File: config.mk
export PLATFORM = sky130hd
export DESIGN_NAME = reg_dump_reader
export DESIGN_NICKNAME = d
export VERILOG_FILES = /design/src/rtl/reg_dump_reader.sv
export SDC_FILE = /design/constraint.sdc
export NUM_CORES = 1
export LEC_CHECK = 0
export CORE_MARGIN = 8
export CORE_UTILIZATION = 45
export CTS_BUF_LIST = sky130_fd_sc_hd__clkbuf_4
export CTS_CLUSTER_DIAMETER = 120
export CTS_CLUSTER_SIZE = 30
export DETAILED_ROUTE_END_ITERATION = 8
export GPL_TIMING_DRIVEN = 0
export MAX_ROUTING_LAYER = met4
export PLACE_DENSITY = 0.82
export SETUP_SLACK_MARGIN = 0.05
export SLEW_MARGIN = 20
export SYNTH_ARGS = -nofsm -noshare
export SYNTH_HDL_FRONTEND = slang
export SYNTH_SLANG_ARGS = --single-unit
File: constraint.sdc
create_clock -name clk -period 4.4 [get_ports clk]
set_input_delay 0.44 -clock clk [delete_from_list [all_inputs] [get_ports clk]]
set_output_delay 0.44 -clock clk [all_outputs]
set_load 0.01 [all_outputs]
File: src/rtl/reg_dump_reader.sv
// reg_dump_reader: walks a (possibly wrapping) range of register-file indices,
// reads each register through a combinational debug port and presents the
// captured words one at a time on a valid/ready output stream.
module reg_dump_reader #(
  parameter bit SKIP_ZERO = 1'b0
) (
  input  logic        clk,
  input  logic        rst_n,
  input  logic        start,
  input  logic [4:0]  first_reg,
  input  logic [4:0]  last_reg,
  output logic [4:0]  regNo,
  input  logic [31:0] val,
  output logic        out_valid,
  input  logic        out_ready,
  output logic [31:0] out_data,
  output logic [4:0]  out_idx,
  output logic        out_last,
  output logic        busy,
  output logic        done
);

  typedef enum logic [1:0] {
    IDLE = 2'd0,
    SCAN = 2'd1,
    HOLD = 2'd2,
    DONE = 2'd3
  } state_t;

  state_t     state_reg;
  state_t     state_next;
  logic [4:0] cur_reg;    // index currently being read / held
  logic [4:0] end_reg;    // last index of the range, latched with start
  logic [4:0] regno_reg;  // debug address seen outside SCAN (last one driven)
  logic       skip_cur;
  logic       at_end;
  logic       accept;

  // Register 0 is passed over without a capture when SKIP_ZERO is set.
  assign skip_cur = SKIP_ZERO && (cur_reg == 5'd0);
  assign at_end   = (cur_reg == end_reg);
  assign accept   = out_valid && out_ready;

  // State register; reset wins over start and over the handshake.
  always_ff @(posedge clk) begin
    if (!rst_n) begin
      state_reg <= IDLE;
    end else begin
      state_reg <= state_next;
    end
  end

  // Next-state logic.
  always_comb begin
    state_next = state_reg;
    case (state_reg)
      IDLE: begin
        if (start) begin
          state_next = SCAN;
        end
      end
      SCAN: begin
        if (skip_cur) begin
          state_next = at_end ? DONE : SCAN;
        end else begin
          state_next = HOLD;
        end
      end
      HOLD: begin
        if (accept) begin
          state_next = at_end ? DONE : SCAN;
        end
      end
      DONE: begin
        state_next = IDLE;
      end
      default: begin
        state_next = IDLE;
      end
    endcase
  end

  // Datapath: range latch, index advance, word capture and output hold.
  always_ff @(posedge clk) begin
    if (!rst_n) begin
      cur_reg   <= '0;
      end_reg   <= '0;
      regno_reg <= '0;
      out_valid <= 1'b0;
      out_last  <= 1'b0;
      out_data  <= '0;
      out_idx   <= '0;
    end else begin
      case (state_reg)
        IDLE: begin
          if (start) begin
            cur_reg <= first_reg;
            end_reg <= last_reg;
          end
        end
        SCAN: begin
          // Remember the address driven this cycle so regNo keeps it later.
          regno_reg <= cur_reg;
          if (skip_cur) begin
            if (!at_end) begin
              cur_reg <= cur_reg + 5'd1;
            end
          end else begin
            // The word is frozen here; later register-file writes cannot
            // disturb what the consumer sees.
            out_data  <= val;
            out_idx   <= cur_reg;
            out_last  <= at_end;
            out_valid <= 1'b1;
          end
        end
        HOLD: begin
          if (accept) begin
            out_valid <= 1'b0;
            if (!at_end) begin
              // 5-bit add wraps 31 -> 0, which gives the wrapping range walk.
              cur_reg <= cur_reg + 5'd1;
            end
          end
        end
        default: begin
        end
      endcase
    end
  end

  // Moore outputs: debug address mux, busy and the completion pulse.
  always_comb begin
    regNo = regno_reg;
    busy  = 1'b0;
    done  = 1'b0;
    case (state_reg)
      SCAN: begin
        regNo = cur_reg;
        busy  = 1'b1;
      end
      HOLD: begin
        busy = 1'b1;
      end
      DONE: begin
        done = 1'b1;
      end
      default: begin
      end
    endcase
  end

endmodule

# Word-level counts from Yosys, hierarchy flattened
# Cells that the tools add are included.
# op_classes
addsub	1
n_mul	0
div_mod_pow	0
order_cmp	0
n_eq_ne	7
n_shift	0
muxes	13
bitwise	0
n_reduce_logical	9
# op_table
op	n
2-to-1 mux 5 bit	4
case mux 5 bit (2 select lines)	1
case mux 2 bit (4 select lines)	1
2-to-1 mux 2 bit	3
!= test 2 bit (second input constant)	3
AND reduction 2 bit	3
adder 5 x 1 -> 5 bit (second input constant)	1
equality test 5 bit	1
equality test 2 bit (second input constant)	2
AND reduction 4 bit	1
nonzero test 2 bit	2
2-to-1 mux 1 bit	3
equality test 2 x 1 -> 1 bit (second input constant)	1
logical NOT 2 bit	1
case mux 1 bit (2 select lines)	1
OR reduction 2 bit	1
logical AND 1 bit	1
# word_totals
register_bits	56
latch_bits	0
ram_bits	0
rom_bits	0
in_bits	46
output_inout_bits	46
wordCells	38
memories	0

# Logic depth before layout (Yosys ltp)
# Gate-level depths: netlist (run 1).
# logic_depth
word_depth	4
mapped_depth	8
depth_no_buf	7

# Least setup slack after synthesis (run 1)
# Ideal clock, no wire load.
# synth_timing
kind	reg2out
startpoint	register state_reg[1]
endpoint	output port regNo[0]
arrival_time_ns	1.223
required_ns	3.960
slack_ns	2.737
path_stages_with_launch	6
path_buffers	2
cell_sequence	dfxtp_1 inv_1 ha_1 clkbuf_1 buf_2 o21ai_0
# synth_between
elab_chain_cells	2
# synth_lines
element	line_no	source
start: declaration	30	state_t state_reg;
start signal: assignment	49	state_reg <= state_next;
equality test 2 x 1 -> 1 bit	137	case (state_reg)
2-to-1 mux 5 bit	--	
end: declaration	12	output logic [4:0] regNo,
# No other way between the ends.

# Worst setup path in the final report (run 1)
# layout_timing
startpoint	register state_reg[1]
endpoint	output port regNo[4]
# Same word-level chain as after synthesis.

==> impl_metrics.ini, run 1 <==
[power]
p_seq_share_pct = 37.9
p_total_mw = 1.949
switching_share_pct = 37.35
power_leakage_nw = 1.278
powerDensity_nw_per_um2 = 564.6
switchingPower_mw = 0.7279
p_int_mw = 1.221
p_comb_share_pct = 51.0
worst_ir_drop_vdd_v = 0.0002999
clkPwrFrac_pct = 11.1

[sta]
skew_ps = 5.685
slew_viol_final = 0
fin_crit_ps = 2776
fin_tns_setup_ps = 0
rsz0062_at_grt = no
timing_worst_slew_pin_value_ps = 430.4
max-slew-margin-rel_pct = 71.31
setup_viol = 0
fmax_ghz = 0.3602
fin_crit_sh_pct = 63.10
hold_viol_final = 0

[worst_setup_path]
critPathLaunchType = flop
crit_family = buffers and inverters
path_max_fanout = 10
critPathRequiredTime_ps = 3960
r2r_start = state_reg[0]$_SDFFE_PN0P_
crit_type = flop to output port
critPathBufInv = 4
cp-end-kind = output port
slowest_delay_ps = 610
arrival_ps = 2340
cp_slowest_cell = clkdlybuf4s50_1
crit_path_start = state_reg[1]$_SDFFE_PN0P_
path_cells = inv_1, ha_1, clkbuf_1, buf_2, o21ai_0, clkdlybuf4s50_1

[synthesis]
synth-seq-area-share_pct = 46.47
synth.ff_latch_count = 56
yosysTopAreaCellShare_pct = 46.47
syn-instance-count = 249
yosysUniqueCellTypes = 29
synth_area_um2 = 2412
syn_area_per_cell_um2 = 9.688
async_flop_share_pct = 0
synth_edf_count = 0
synth_most_common_cell = dfxtp_1
yosysWarningCount = 0
post-synth-top-area-cell = dfxtp_1
synth_nets = 301
synth_ff_type = dfxtp_1
synth_area_leaders = dfxtp_1, mux2i_1, nor2b_1
synthTopCellsByCount = dfxtp_1, nor2b_1, mux2i_1

[route]
drt_iter0_markers = 71
wl_um = 5917
vias = 2031
firstDrtPassIters = 4
viasPerCell = 4.871
wire_per_inst_um = 14.19
final_antenna_net_count = 0
drcViolationCount = 0

[run]
drv_cap = 0

[global_routing]
antenna_found_initial = 0
grt_pass1_vias = 2060
grt_max_degree = 17
grt_pass1_wl_um = 9570
grt_use_total_pct = 15.80
overflow = 0

[clock_network]
insertion_delay_ps = 380
cts_root_buffer = clkbuf_4
cts_hold_buf = 0
cts_sinks = 56
cts_tree = built
cts_setup_buffers = 0
cts.path.max_buffers = 2
cts_buffers = 5
path_clk_slew_ps = 150
ctsResizeCount = 0
htree_num_levels = 2

[cells_and_area]
diodes = 0
largest_reg_flops = 32
nNetsFinal = 398
drive_gt1_share_pct = 6.628
syn2layout_area_growth_pct = 43.10
regMostFlops = out_data

[placed_design]
port_buffers = 90
hpwlAfterDp_um = 4623
gp_congestion = 0.8251

[die]
initial_core_util_pct = 46.93
fp.dieArea_um2 = 7959
die_w_um = 89.22
io_pins = 92
core-area_um2 = 5140
die_h_um = 89.22
fp-row-count = 26

[worst_hold_path]
hp-start = rst_n
worstHoldPathType = input pin to flop

[run_status]
status = finished clean
## routing by layer
metal	track usage, %	wire, µm	vias up
met4	3.625	51	0
li1	-	-	1021
met2	25.05	2771	63
met1	18.42	2577	942
met5	-	0	-
met3	6.158	516	5
## worst register-to-register path: cells and delay by family, from the launching register on
kind,cells,cell delay [ps]
AO/OA/AOI/OAI,4,530
flip-flops,1,400
buffers and inverters,2,240
AND/OR/NAND/NOR,1,230
adder cells (fa/ha/maj),1,210
## cell usage in the layout, fill, tap and decap left out, types with 2 or more instances in the layout
cell type	n
clkbuf_4	5
mux2i_1	33
ha_1	6
nand2b_1	5
a21oi_1	5
nand3_2	2
inv_1	11
mux2_2	3
o21ai_0	8
a21boi_0	10
nand2_1	21
clkinv_2	2
clkdlybuf4s50_1	90
and2_1	6
nor2b_1	35
buf_2	7
clkbuf_1	7
o22ai_1	4
o21ai_2	2
o311a_1	2
nor2_1	4
xnor2_1	5
nand3_1	9
dfxtp_1	56
## metrics by stage
stage               hold WS, ps  instance area (µm²)  cells  utilization, %  setup slack [ps]
global placement          465.8                 3401    409           66.16              2071
finish                    410.5                 3452    417           67.16              1624
CTS                       411.4                 3452    417           67.16              1596
detailed placement        472.9                 3401    409           66.16              2050
global route              420.1                 3452    417           67.16              1448
floorplan                 456.1                 2412    249               -              2737
## layout make-up
type	instances	area (µm²)
Tap cell	70	87.58
Fill cell	459	1688
Multi-Input combinational cell	167	1177
Clock buffer	5	37.54
Sequential cell	56	1121
Buffer	15	72.57
Clock inverter	3	13.76
Timing Repair Buffer	90	900.9
Inverter	11	41.29
## power by group through the flow
stage | Clock, mW | Combinational, mW | Sequential, mW
4_1_cts | 0.225 | 1.01 | 0.740
5_1_grt | 0.244 | 1.10 | 0.760
3_3_place_gp | 0 | 0.989 | 0.745
2_1_floorplan | 0 | 0.584 | 0.777
3_5_place_dp | 0 | 1.01 | 0.751
6_report | 0.216 | 0.994 | 0.739
## path summary, 6_finish.rpt
check                                                  to  slack (ps)  cells past startpoint
worst min register to register    end_reg[2]$_SDFFE_PN0P_         490                      2
worst max register to register    cur_reg[3]$_SDFFE_PN0P_        2690                      8
worst max-delay path                             regNo[4]        1620                      6
worst min-delay path            out_data[17]$_SDFFE_PN0P_         410                      2
## cell families (layout without fill, tap and decap cells)
family	count (synthesis)	count (layout)	share of synthesized area [%]
and+or+nand+nor	86	86	19.55
DFF	56	56	46.47
muxes	36	36	15.09
AOI/OAI and AO/OA	34	34	9.232
buffers and inverters	26	124	4.720
adders and majority gates	6	6	3.112
xor gates and xnor gates	5	5	1.815
Power figures use the tool's default switching activity.
==> run 2, diff against run 1 <==
==> constraint.sdc (replaced) <==
create_clock -name clk -period 2.7 [get_ports clk]
set_input_delay 0.27 -clock clk [delete_from_list [all_inputs] [get_ports clk]]
set_output_delay 0.27 -clock clk [all_outputs]
set_load 0.01 [all_outputs]
==> run 2 against run 1 <==
Net effect:
- non-clock buffer count fell by 1
- hold slack got worse by 170 ps
- utilization is essentially flat
- count of clock-buffer cells in the layout unchanged
- clock power up 63%
- register-to-register slack lost 1700 ps
==> impl_metrics.ini, run 2 (synthesized netlist as in run 1, its figures left out) <==
[run_status]
status = finished clean

[route]
drt_iter0_markers = 71
wire_per_inst_um = 14.25
drcViolationCount = 0
final_antenna_net_count = 0
viasPerCell = 4.877
wl_um = 5930
firstDrtPassIters = 4
vias = 2029

[global_routing]
antenna_found_initial = 0
grt_pass1_wl_um = 9570
overflow = 0
grt_use_total_pct = 15.80
grt_max_degree = 17
grt_pass1_vias = 2060

[clock_network]
ctsResizeCount = 0
insertion_delay_ps = 380
cts_sinks = 56
cts_hold_buf = 0
htree_num_levels = 2
cts_tree = built
cts_buffers = 5
path_clk_slew_ps = 150
cts_root_buffer = clkbuf_4
cts.path.max_buffers = 2
cts_setup_buffers = 0

[worst_setup_path]
critPathRequiredTime_ps = 2430
critPathLaunchType = flop
arrival_ps = 2220
path_max_fanout = 10
cp_slowest_cell = clkdlybuf4s50_1
slowest_delay_ps = 580
cp-end-kind = output port
crit_type = flop to output port
path_cells = inv_1, ha_1, buf_2, o21ai_0, clkdlybuf4s50_1

[power]
p_seq_share_pct = 37.8
worst_ir_drop_vdd_v = 0.0005133
power_leakage_nw = 1.296
p_int_mw = 1.995
switchingPower_mw = 1.190
powerDensity_nw_per_um2 = 922.3
clkPwrFrac_pct = 11.1
p_comb_share_pct = 51.1
p_total_mw = 3.185
switching_share_pct = 37.37

[cells_and_area]
layout_common_cells = clkdlybuf4s50_1, dfxtp_1, nor2b_1, mux2i_1, nand2_1
largest_reg_flops = 32
drive_gt1_share_pct = 6.647
diodes = 0
syn2layout_area_growth_pct = 43.15
regMostFlops = out_data
final_common_cell = clkdlybuf4s50_1
nFillCells = 459
nNetsFinal = 397

[sta]
max-slew-margin-rel_pct = 71.43
fin_tns_setup_ps = 0
fmax_ghz = 0.4016
timing_worst_slew_pin_value_ps = 428.5
rsz0062_at_grt = no
fin_crit_sh_pct = 92.22
hold_viol_final = 0
slew_viol_final = 0
setup_viol = 0
skew_ps = 6.123
fin_crit_ps = 2490

[die]
die_h_um = 89.22
fp-row-count = 26
core-area_um2 = 5140
initial_core_util_pct = 46.93
io_pins = 92
fp.dieArea_um2 = 7959
die_w_um = 89.22

[placed_design]
hpwlAfterDp_um = 4623
port_buffers = 90
gp_congestion = 0.8251

[run]
drv_cap = 0

[worst_hold_path]
worstHoldPathType = input pin to flop
run 2: cell count changes in the layout (fill, tap and decap cells not counted):
| cell | delta |
|---|---|
| o21ai_0 | -4 |
| o21ai_1 | +4 |
| buf_2 | -1 |
| clkbuf_1 | -1 |
| clkbuf_4 | +1 |
| clkdlybuf4s50_1 | -1 |
| dlymetal6s2s_1 | +1 |
run 2: layout make-up:
class | instances | area (µm²) | share of cell area, %
Clock inverter | 3 | 13.76 | 0.3986
Multi-Input combinational cell | 167 | 1177 | 34.09
Sequential cell | 56 | 1121 | 32.46
Inverter | 11 | 41.29 | 1.196
Buffer | 14 | 71.32 | 2.065
Tap cell | 70 | 87.58 | 2.536
Timing Repair Buffer | 90 | 903.4 | 26.16
Clock buffer | 5 | 37.54 | 1.087
run 2: routing by layer:
metal | GRT usage [%] | vias up | wire (µm)
met4 | 3.625 | 0 | 53
li1 | - | 1020 | -
met5 | - | - | 0
met3 | 6.158 | 5 | 532
met1 | 18.42 | 941 | 2566
met2 | 25.05 | 63 | 2777
run 2: path summary, 6_finish.rpt:
| kind | from | end | slack [ps] | depth (start not counted) |
|---|---|---|---|---|
| hold reg to reg | end_reg[2]$_SDFFE_PN0P_ | end_reg[2]$_SDFFE_PN0P_ | 490 | 2 |
| setup reg to reg | state_reg[0]$_SDFFE_PN0P_ | cur_reg[3]$_SDFFE_PN0P_ | 1000 | 8 |
| setup / recovery | state_reg[1]$_SDFFE_PN0P_ | regNo[1] | 210 | 5 |
| hold / removal | rst_n | out_data[17]$_SDFFE_PN0P_ | 240 | 2 |
run 2: through the flow:
step                      cells  hold WS, ps  instance area (µm²)  worst slack (ps)  utilization (%)
after floorplan             249        426.1                 2412              1154                -
after global placement      409        465.8                 3401             540.6            66.16
after detailed placement    409        472.9                 3401             519.7            66.16
after CTS                   417        241.4                 3452             66.38            67.16
after global routing        416        250.1                 3453             88.94            67.19
final                       416        239.3                 3453             210.2            67.19
run 2: critical path, delay by kind of cell, from the launching register on:
family,cells,cell delay (ps)
flops,1,420
fa+ha+maj,1,260
buf+inv,3,920
compound gates,1,240
run 2: power groups by stage:
stage | clock (mW) | sequential [mW] | combinational [mW]
6_report | 0.352 | 1.21 | 1.63
5_1_grt | 0.397 | 1.24 | 1.79
4_1_cts | 0.367 | 1.21 | 1.65
3_5_place_dp | 0 | 1.22 | 1.64
3_3_place_gp | 0 | 1.21 | 1.61
2_1_floorplan | 0 | 1.27 | 0.952
==> run 3, diff against run 2 <==
--- a/config.mk
+++ b/config.mk
@@ -5,15 +5,16 @@
 export SDC_FILE = /design/constraint.sdc
 export NUM_CORES = 1
 export LEC_CHECK = 0
-export CORE_MARGIN = 8
-export CORE_UTILIZATION = 45
+export ABC_AREA = 1
+export CORE_MARGIN = 3
+export CORE_UTILIZATION = 44
 export CTS_BUF_LIST = sky130_fd_sc_hd__clkbuf_4
 export CTS_CLUSTER_DIAMETER = 120
 export CTS_CLUSTER_SIZE = 30
 export DETAILED_ROUTE_END_ITERATION = 8
 export GPL_TIMING_DRIVEN = 0
 export MAX_ROUTING_LAYER = met4
-export PLACE_DENSITY = 0.82
+export PLACE_DENSITY = 0.81
 export SETUP_SLACK_MARGIN = 0.05
 export SLEW_MARGIN = 20
 export SYNTH_ARGS = -nofsm -noshare
==> run 3 against run 2 <==
Net effect:
- clock skew grew 12 ps
- non-clock buffer count grew 2
- clock power grew 36%
- synthesized cell count grew 21%
- total power grew 14%
- via count grew 11%
- sequential power grew 8%
- critical endpoint is now regNo[4]
- largest cell class is now registers
==> impl_metrics.ini, run 3 <==
[run_status]
status = finished clean

[synthesis]
yosysWarningCount = 0
yosysTopAreaCellShare_pct = 49.04
synthTopCellsByCount = nor2_1, dfxtp_1, nand2_1
post-synth-top-area-cell = dfxtp_1
synth_nets = 353
yosysUniqueCellTypes = 28
synth_edf_count = 0
async_flop_share_pct = 0
syn_area_per_cell_um2 = 7.594
synth-seq-area-share_pct = 49.04
synth.ff_latch_count = 56
synth_most_common_cell = nor2_1
synth_area_um2 = 2286
synth_area_leaders = dfxtp_1, nor2_1, nand2_1
synth_ff_type = dfxtp_1
syn-instance-count = 301

[sta]
max-slew-margin-rel_pct = 70.42
fmax_ghz = 0.4097
setup_ws_ps = 258.9
setup_viol = 0
rsz0062_at_grt = no
fin_tns_setup_ps = 0
skew_ps = 18.10
timing_worst_slew_pin_value_ps = 443.6
fin_crit_ps = 2441
fin_crit_sh_pct = 90.41
slew_viol_final = 0
hold_viol_final = 0

[route]
drt_iter0_markers = 158
final_antenna_net_count = 0
viasPerCell = 4.839
drcViolationCount = 0
wl_um = 6000
firstDrtPassIters = 4
wire_per_inst_um = 12.85
vias = 2260

[global_routing]
grt_pass1_wl_um = 10080
grt_use_total_pct = 21.08
grt_pass1_vias = 2258
grt_max_degree = 19
overflow = 0
antenna_found_initial = 0

[die]
initial_core_util_pct = 46.85
die_w_um = 78.08
io_pins = 92
fp-row-count = 25
die_h_um = 78.08
fp.dieArea_um2 = 6096
core-area_um2 = 4880

[worst_setup_path]
r2r_slack_ps = 890
critPathBufInv = 3
cp-end-kind = output port
arrival_ps = 2170
critPathRequiredTime_ps = 2430
path_max_fanout = 10
crit_top_cell = nand2_1
crit_family = buffers and inverters
critPathLaunchType = flop
r2r_start = state_reg[1]$_SDFFE_PN0P_
crit_type = flop to output port
cp_slowest_cell = clkdlybuf4s50_1
path_cells = inv_1, ha_2, buf_2, nand2_1, nand2_1, clkdlybuf4s50_1
slowest_delay_ps = 540
crit_path_start = state_reg[1]$_SDFFE_PN0P_

[power]
switching_share_pct = 39.54
p_seq_share_pct = 36.1
p_int_mw = 2.193
p_comb_share_pct = 50.8
worst_ir_drop_vdd_v = 0.0006457
power_leakage_nw = 1.404
switchingPower_mw = 1.434
clkPwrFrac_pct = 13.2
powerDensity_nw_per_um2 = 1075

[placed_design]
hpwlAfterDp_um = 4443
port_buffers = 90
preCtsSetupSlack_ps = 434.2
gp_congestion = 0.7920

[clock_network]
cts.path.max_buffers = 2
cts_tree = built
cts_buffers = 5
cts_root_buffer = clkbuf_4
path_clk_slew_ps = 170
cts_sinks = 56
htree_num_levels = 2
insertion_delay_ps = 400

[run]
drv_cap = 0

[cells_and_area]
layout_common_cells = clkdlybuf4s50_1, nor2_1, dfxtp_1, nand2_1, o21ai_0
regMostFlops = out_data
syn2layout_area_growth_pct = 47.56
final_common_cell = clkdlybuf4s50_1
nFillCells = 439
nNetsFinal = 451
diodes = 0
largest_reg_flops = 32
drive_gt1_share_pct = 7.250

[worst_hold_path]
worstHoldPathType = input pin to flop
hp-start = rst_n
==> run 3: cell types whose count changed after synthesis, moves of 6 or more <==
cell,previous run,this run
a21boi_0,10,0
a21oi_1,5,20
and2_1,6,0
buf_2,7,0
mux2i_1,33,1
nand2_1,21,47
nor2_1,4,77
nor2b_1,35,0
o21ai_0,8,35
==> run 3: path summary, 6_finish.rpt <==
path / to / cells after the start
worst max register to register: out_data[18]$_SDFFE_PN0P_ / 7
worst min-delay path: end_reg[1]$_SDFFE_PN0P_ / 3
worst min register to register: out_idx[1]$_SDFFE_PN0P_ / 2
worst max-delay path: regNo[4] / 6
==> run 3: layout make-up <==
type                       instances  area, µm²  share of cell area [%]
tap                               67      83.83                   2.485
sequential                        56       1121                   33.23
buffer                            14      61.31                   1.818
multi-input combinational        216       1051                   31.16
timing repair buffer              92      915.9                   27.15
clock inverter                     3      46.29                   1.372
inverter                          14      56.30                   1.669
clock buffer                       5      37.54                   1.113
==> run 3: per-stage QoR <==
step                area [µm²]  cells  total power [mW]  util [%]  hold slack, ps
detailed placement        3271    458             3.140     67.03           452.6
CTS                       3352    465             3.623     68.69           275.1
global route              3373    467             3.918     69.13           267.9
finish                    3373    467             3.627     69.13           283.7
floorplan                 2286    301             2.309         -           404.9
global placement          3271    458             3.088     67.03           449.6
==> run 3: power groups by stage <==
stage | Combinational (mW) | Clock (mW) | Sequential [mW]
global route | 2.05 | 0.519 | 1.35
floorplan | 0.905 | 0 | 1.40
global placement | 1.77 | 0 | 1.31
finish | 1.84 | 0.477 | 1.31
detailed placement | 1.81 | 0 | 1.33
CTS | 1.82 | 0.492 | 1.31
==> run 3: repair_timing <==
item | CTS | global route
buffers inserted | 0 | 2
gates resized for setup | 1 | 3
hold buffers | 0 | 0
endpoints found under the setup margin | 5 | 5
==> run 3: metal layers <==
metal | vias up | share of wire [%] | global-route usage (%)
li1 | 1159 | - | -
met1 | 1028 | 44 | 24.02
met2 | 67 | 46 | 35.36
met3 | 6 | 8.2 | 7.339
met4 | 0 | 1.1 | 5.769
met5 | - | 0 | -
==> run 3: logic make-up (layout without fill, tap and decap cells) <==
family                   count (synthesis)  after routing  share of synthesized area [%]
AND/OR/NAND/NOR                        142            142                          25.78
multiplexers                             1              1                         0.4379
flip-flops                              56             56                          49.04
buffers and inverters                   29            128                          5.090
adder cells (fa/ha/maj)                  6              6                          3.284
XOR/XNOR                                 3              3                          1.478
AO/OA/AOI/OAI                           64             64                          14.89
==> run 3: worst register-to-register path, cell delays in order, from the launching register on <==
cell and delay, ps:
dfxtp_1 360, inv_1 140, ha_2 270, clkinvlp_4 250, buf_4 220, clkbuf_1 220, nor2_1 170, nor2_1 70
==> variant, RTL diff (settings of run 2) <==
Encoding of `state_t`: now one-hot (4 bits for 4 states).
--- a/src/rtl/reg_dump_reader.sv
+++ b/src/rtl/reg_dump_reader.sv
@@ -22,7 +22,7 @@
 
-  typedef enum logic [1:0] {
-    IDLE = 2'd0,
-    SCAN = 2'd1,
-    HOLD = 2'd2,
-    DONE = 2'd3
+  typedef enum logic [3:0] {
+    IDLE = 4'b0001,
+    SCAN = 4'b0010,
+    HOLD = 4'b0100,
+    DONE = 4'b1000
   } state_t;
Function: same outputs for any inputs over 10 cycles, from zero or initial values and one cycle with rst_n low; not proved beyond that.
==> variant against run 2 <==
- first-iteration DRC count increased by 48%
- setup slack got worse by 0.052 ns
- routed wire length increased by 15%
- area after synthesis decreased by 4.3%
- clock skew increased by 0.00085 ns
- synthesized cell count increased by 17%
- sequential cell count increased by 2
- core utilization increased by 1.8 points
- design area increased by 0.80%
- highest routed layer unchanged
Power is not compared: it rests on default switching activity, and its combinational part moved more than twofold at a synthesized area within 25%.
==> variant: results (changes against run 2) <==
[cts]
htreeDepth=3  ; +1
post_cts_resized=9  ; +9
insertion_delay_ns=0.40  ; +0.02 ns
numCtsBuffers=9  ; +4
path_clk_slew_ns=0.10  ; -0.05 ns

[placement]
port_buffers=90  ; unchanged
globalplace.congestion=0.832  ; +0.86%
place_inst=451  ; +10%
placed_cell_area_mm2=0.00330  ; -3.1%
hpwlAfterDp_mm=5.06  ; +9.5%
pre_cts_ws_ns=0.231  ; -0.289 ns

[synth]
synth_nets=338  ; +12%
synth.area.top_cells=dfxtp_1, nand2_1, a21oi_1
yosys-top-cells-count=nand2_1, dfxtp_1, a21oi_1
synth_seq_area_share=0.503  ; +0.0383
netlist_instances=291  ; +17%
ys_types=33  ; +14%

[worst_setup_path]
critPathMaxStageDelay_ns=0.56  ; -0.02 ns
worst_ep_arrival_time_ns=2.27  ; +0.05 ns
timing.rr.start=state_reg[0]$_SDFFE_PN1P_

[sta]
worst_pin_slew_ns=0.507  ; +0.0781 ns
fin_skew_ns=0.00698  ; +0.000852 ns

[detailed_routing]
routed_via_density=5.04  ; +3.3%
wl_mm=6.81  ; +15%
first_iter_violations=105  ; +48%

[final_layout]
largest_reg_flops=32  ; unchanged
final_cells=470  ; +13%
drive_above_1_share=0.0850  ; +0.0185

[grt]
grtUsageTotal=0.187  ; +0.0287
grt_pass1_wl_mm=10.8  ; +13%

[status]
status=finished, final reports clean

-- variant: cell type report --
| cell class | count | area (um2) |
|---|---|---|
| Fill cell | 421 | 1560 |
| Sequential cell | 58 | 1160 |
| Multi-Input combinational cell | 210 | 1050 |
| Timing Repair Buffer | 93 | 925 |
| Buffer | 20 | 104 |
| Tap cell | 70 | 87.6 |
| Clock inverter | 7 | 70.1 |
| Clock buffer | 9 | 67.6 |
| Inverter | 3 | 11.3 |
-- variant: metal layers --
metal  vias to the layer above  GRT usage  routed length [um]
met5                         -          -                   0
met2                        93      0.293                3240
li1                       1181          -                   -
met4                         0      0.100                 165
met3                        17     0.0563                 491
met1                      1077      0.209                2910
-- variant: power by group through the flow --
stage	clock, W	combinational (W)	sequential [W]
2_1_floorplan	0	0.000126	0.000932
3_5_place_dp	0	0.000263	0.000930
4_1_cts	0.000627	0.000268	0.000911
5_1_grt	0.000664	0.000298	0.000915
6_report	0.000615	0.000270	0.000911
3_3_place_gp	0	0.000258	0.000929
-- variant: path summary, 6_finish.rpt --
check | to | slack [ns] | cells after the start
min | out_valid$_SDFFE_PN0P_ | 0.17 | 2
min reg2reg | out_data[7]$_SDFFE_PN0P_ | 0.46 | 2
max reg2reg | cur_reg[0]$_SDFFE_PN0P_ | 0.89 | 6
max | regNo[4] | 0.16 | 6
-- variant: logic make-up (layout without fill, tap and decap cells) --
family / after synthesis / in the layout / share of synthesized area
AO/OA/AOI/OAI: 71 / 71 / 0.178
XOR/XNOR: 6 / 6 / 0.0228
adder cells (fa/ha/maj): 1 / 1 / 0.00542
buffers and inverters: 23 / 132 / 0.0444
flip-flops: 58 / 58 / 0.503
multiplexers: 1 / 1 / 0.00434
AND/OR/NAND/NOR: 131 / 131 / 0.242
